**config.mk**
```make
export PLATFORM = sky130hd
export DESIGN_NAME = display_7
export DESIGN_NICKNAME = d
export VERILOG_FILES = /design/src/rtl/display_7.sv
export SDC_FILE = /design/constraint.sdc
export NUM_CORES = 1
export LEC_CHECK = 0
export BUFFER_PORTS_ARGS = -buffer_cell sky130_fd_sc_hd__buf_4
export CAP_MARGIN = 20
export CORE_UTILIZATION = 50
export DETAILED_ROUTE_END_ITERATION = 7
export PLACE_DENSITY = 0.77
export SLEW_MARGIN = 20
export SYNTH_ARGS = -nofsm -noshare
export SYNTH_HDL_FRONTEND = slang
export SYNTH_SLANG_ARGS = --single-unit
```
**constraint.sdc**
```tcl
create_clock -name clk -period 2.4 [get_ports clk]
set_input_delay 0.12 -clock clk [delete_from_list [all_inputs] [get_ports clk]]
set_output_delay 0.12 -clock clk [all_outputs]
set_load 0.02 [all_outputs]
```
**src/rtl/display_7.sv**
```systemverilog
// Registered hex-nibble to seven-segment decoder with blank/lamp-test overrides.
// Define DISPLAY7_PWM_EN to add a 4-bit free-running PWM brightness gate driven by brillo.
module display_7 #(
  parameter bit ACTIVE_LOW = 1'b1
) (
  input  logic       clk,
  input  logic       rst_n,
  input  logic [3:0] palabra,
  input  logic       en,
  input  logic       blank,
  input  logic       lamp_test,
  input  logic [3:0] brillo,
  output logic [6:0] seg
);

  localparam logic [6:0] SEG_OFF = ACTIVE_LOW ? 7'h7F : 7'h00;

  logic [3:0] r_nibble;
  logic [6:0] r_seg;
  logic [3:0] w_nibble_next;
  logic [6:0] w_dec_lit;
  logic [6:0] w_sel_lit;
  logic [6:0] w_lit;
  logic [6:0] w_seg_next;
  logic       w_pwm_on;

  // Decoding the next nibble, not r_nibble, gives seg its single-cycle latency.
  assign w_nibble_next = en ? palabra : r_nibble;

  // Lit mask, bit 0 = segment a.
  always_comb begin
    w_dec_lit = 7'h00;
    case (w_nibble_next)
      4'h0: w_dec_lit = 7'h3F;
      4'h1: w_dec_lit = 7'h06;
      4'h2: w_dec_lit = 7'h5B;
      4'h3: w_dec_lit = 7'h4F;
      4'h4: w_dec_lit = 7'h66;
      4'h5: w_dec_lit = 7'h6D;
      4'h6: w_dec_lit = 7'h7D;
      4'h7: w_dec_lit = 7'h07;
      4'h8: w_dec_lit = 7'h7F;
      4'h9: w_dec_lit = 7'h6F;
      4'hA: w_dec_lit = 7'h77;
      4'hB: w_dec_lit = 7'h7C;
      4'hC: w_dec_lit = 7'h39;
      4'hD: w_dec_lit = 7'h5E;
      4'hE: w_dec_lit = 7'h79;
      4'hF: w_dec_lit = 7'h71;
      default: w_dec_lit = 7'h00;
    endcase
  end

  always_comb begin
    w_sel_lit = w_dec_lit;
    if (blank)
      w_sel_lit = 7'h00;
    else if (lamp_test)
      w_sel_lit = 7'h7F;
  end

`ifdef DISPLAY7_PWM_EN
  logic [3:0] r_pwm_cnt;

  always_ff @(posedge clk or negedge rst_n) begin
    if (!rst_n)
      r_pwm_cnt <= 4'h0;
    else
      r_pwm_cnt <= r_pwm_cnt + 4'h1;
  end

  assign w_pwm_on = (r_pwm_cnt <= brillo);
`else
  logic w_unused_brillo;

  assign w_unused_brillo = ^brillo;
  assign w_pwm_on        = 1'b1;
`endif

  assign w_lit      = w_sel_lit & {7{w_pwm_on}};
  assign w_seg_next = ACTIVE_LOW ? ~w_lit : w_lit;

  always_ff @(posedge clk or negedge rst_n) begin
    if (!rst_n) begin
      r_nibble <= 4'h0;
      r_seg    <= SEG_OFF;
    end else begin
      r_nibble <= w_nibble_next;
      r_seg    <= w_seg_next;
    end
  end

  assign seg = r_seg;

endmodule

```
==> flow_metrics.env <==
export IMPL_slowest_delay_ps=410
export IMPL_nets=113
export IMPL_grt_max_degree=15
export IMPL_synth_top_area_share=0.2517
export IMPL_h_tree_depth=1
export IMPL_status="finished clean"
export IMPL_syn_num_nets=94
export IMPL_ios=20
export IMPL_wl_um=1588
export IMPL_ctsLongestPathBuffers=2
export IMPL_setup_worst_path_class="reg2reg"
export IMPL_setup_viol=0
export IMPL_path_buf_inv=1
export IMPL_gr_total_overflow=0
export IMPL_yosys_top_cells_area="dfstp_2 (25%), dfrtp_1 (14%), ha_1 (12%)"
export IMPL_ir_worst_vdd_mv=0.3434
export IMPL_clock_fmax_mhz=573.1
export IMPL_timing_max_slew_rel_slack=0.7267
export IMPL_fp_dieW_um=40.23
export IMPL_post_cts_resized=0
export IMPL_cts_made_buffers=3
export IMPL_ys_warnings_count=0
export IMPL_num_antenna_cells=0
export IMPL_groute_usage_overall=0.2355
export IMPL_dr_pass1_iters=4
export IMPL_routed_via_density=5.776
export IMPL_leakagePower_nw=0.4193
export IMPL_die_y_um=40.23
export IMPL_synthCells=74
export IMPL_crit_family="multiplexers"
export IMPL_yosys_cell_count_top_type="a21oi_1"
export IMPL_crit_fanout=4
export IMPL_portBuffers=15
export IMPL_grt_pass1_vias=538
export IMPL_fin_crit_ps=1745
export IMPL_drt_wirelength_per_cell_um=14.84
export IMPL_fillers=119
export IMPL_layout_drive_gt1_share=0.3261
export IMPL_ys_types=25
export IMPL_arrival_ps=1940
export IMPL_yosysTopAreaCell="dfstp_2"
export IMPL_antenna_found_initial=0
export IMPL_die_area_um2=1618
export IMPL_hold_class="in2reg"
export IMPL_synthesis_area_um2=730.7
export IMPL_cts_root_buf="clkbuf_4"
export IMPL_cts_tree="done"
export IMPL_fin_total_pwr_uw=512.3
export IMPL_min_period_over_period=0.7270
export IMPL_ys_top_cells_by_count="a21oi_1 (12), dfstp_2 (7), ha_1 (7), nand2_1 (7), inv_1 (6)"
export IMPL_rsz0062_at_grt="false"
export IMPL_grt_pass1_wl_um=2352
export IMPL_hold_violations=0
export IMPL_yosys_most_used_dff="dfstp_2"
export IMPL_cp_end_kind="register"
export IMPL_drv_slew=0
export IMPL_drc_errors=0
export IMPL_dp_hpwl_um=1124
export IMPL_tightestPinTransition_ps=398.5
export IMPL_fin_util=0.6651
export IMPL_crit_cells=6
export IMPL_core_area_um2=1334
export IMPL_syn_to_final_growth_pct=21.40
export IMPL_ys_seq_elements=11
export IMPL_cpMaxStageDelayCell="dfrtp_1"
export IMPL_vias=618
export IMPL_powerDensity_nw_per_um2=577.5
export IMPL_ys_seq_area_frac=0.3887
export IMPL_skew_ps=6.125
export IMPL_start_util=0.5478
export IMPL_path_cells="mux2i_1, inv_1, ha_1, mux2_1, a21oi_1, o31ai_1"
export IMPL_crit_required_ps=2590
export IMPL_start_kind="register"
export IMPL_finalSetupTns_ps=0
export IMPL_synthArstFlopShare=1.000
export IMPL_rr_worst_depth=6
export IMPL_cts_sinks=11
export IMPL_gp_congestion=0.8531
export IMPL_cap_violations=0
export IMPL_avgSynthCellArea_um2=9.874
export IMPL_drtIter0Drc=17
export IMPL_ant_nets=0
export IMPL_fp_row_count=13
export IMPL_min_delay_path_depth=2
export IMPL_path_clk_slew_ps=70
export IMPL_synth_edf_count=0
export IMPL_clk_insertion_delay_late_ps=280
timing repair:
item / in CTS / in global routing
hold endpoints to repair: 11 / 0
setup buffers: 0 / 0
hold buffers: 1 / 0
area by class of cell:
class | count | area [µm²] | area share
clock buffers | 4 | 26.28 | 0.02962
inverters | 7 | 26.28 | 0.02962
flip-flops and latches | 11 | 284.0 | 0.3202
repair buffers | 18 | 137.6 | 0.1551
multi-input cells | 52 | 394.1 | 0.4443
well taps | 15 | 18.77 | 0.02116
cell families (layout without fill, tap and decap cells):
group	count (synthesis)	in the layout	share of synthesized area
AO/OA/AOI/OAI	22	22	0.1832
adder cells (fa/ha/maj)	7	7	0.1199
buffers and inverters	11	29	0.07190
flip-flops	11	11	0.3887
multiplexers	8	8	0.1455
AND/OR/NAND/NOR	15	15	0.09076
cells in the final DEF, fill, tap and decap left out:
cell / n
ha_1: 7
a21oi_1: 12
nor2_1: 3
nand2b_1: 1
dlygate4sd3_1: 1
clkbuf_4: 3
mux4_2: 1
inv_2: 1
dfstp_2: 7
a31oi_1: 1
o31ai_1: 3
a211o_1: 1
mux2i_1: 5
nor4_1: 1
o311ai_1: 1
buf_4: 17
nand2_1: 7
nand3_1: 1
mux2_1: 1
clkbuf_1: 1
o21ai_1: 1
inv_1: 6
mux2i_4: 1
nor2b_1: 1
a211oi_1: 3
nor3_1: 1
dfrtp_1: 4
path summary, 6_finish.rpt:
kind,from,endpoint,slack [ps]
max in group asynchronous,rst_n,seg[2]$_DFF_PN1_,1960
hold / removal,blank,seg[1]$_DFF_PN1_,40
hold reg to reg,r_nibble[1]$_DFF_PN0_,r_nibble[1]$_DFF_PN0_,610
min in group asynchronous,rst_n,r_nibble[1]$_DFF_PN0_,210
setup / recovery,r_nibble[0]$_DFF_PN0_,seg[0]$_DFF_PN1_,660
setup reg to reg,r_nibble[0]$_DFF_PN0_,seg[0]$_DFF_PN1_,660
per-layer routing:
layer | vias up | GRT usage | part of all wire
met5 | - | 0 | 0
met4 | 0 | 0.1250 | 0.021
met3 | 5 | 0.05000 | 0.052
met2 | 21 | 0.3790 | 0.48
met1 | 292 | 0.2931 | 0.44
li1 | 300 | - | -
sequential cells by signal (all words and copies together), names as in the netlist:
| signal | cells |
|---|---|
| r_nibble | 4 |
| seg | 7 |
worst register-to-register path: stages (launching register included):
cell and delay [ps]:
dfrtp_1 410, mux2i_1 220, inv_1 130, ha_1 290
mux2_1 310, a21oi_1 180, o31ai_1 120
per-stage QoR:
stage	setup slack (ps)	cells	hold slack, ps	cell area (µm²)
finish	655.2	107	39.33	887.1
CTS	667.5	107	38.94	887.1
floorplan	570.2	74	-175.6	730.7
detailed placement	691.2	102	-39.13	850.8
global placement	721.1	102	-42.00	850.8
global route	539.6	107	47.65	887.1
report_power, final:
group / switching (mW) / internal, mW
combinational: 0.0893 / 0.0690
clock: 0.0670 / 0.0646
sequential: 0.0117 / 0.211
No activity file was read; power rests on OpenSTA's default activity.
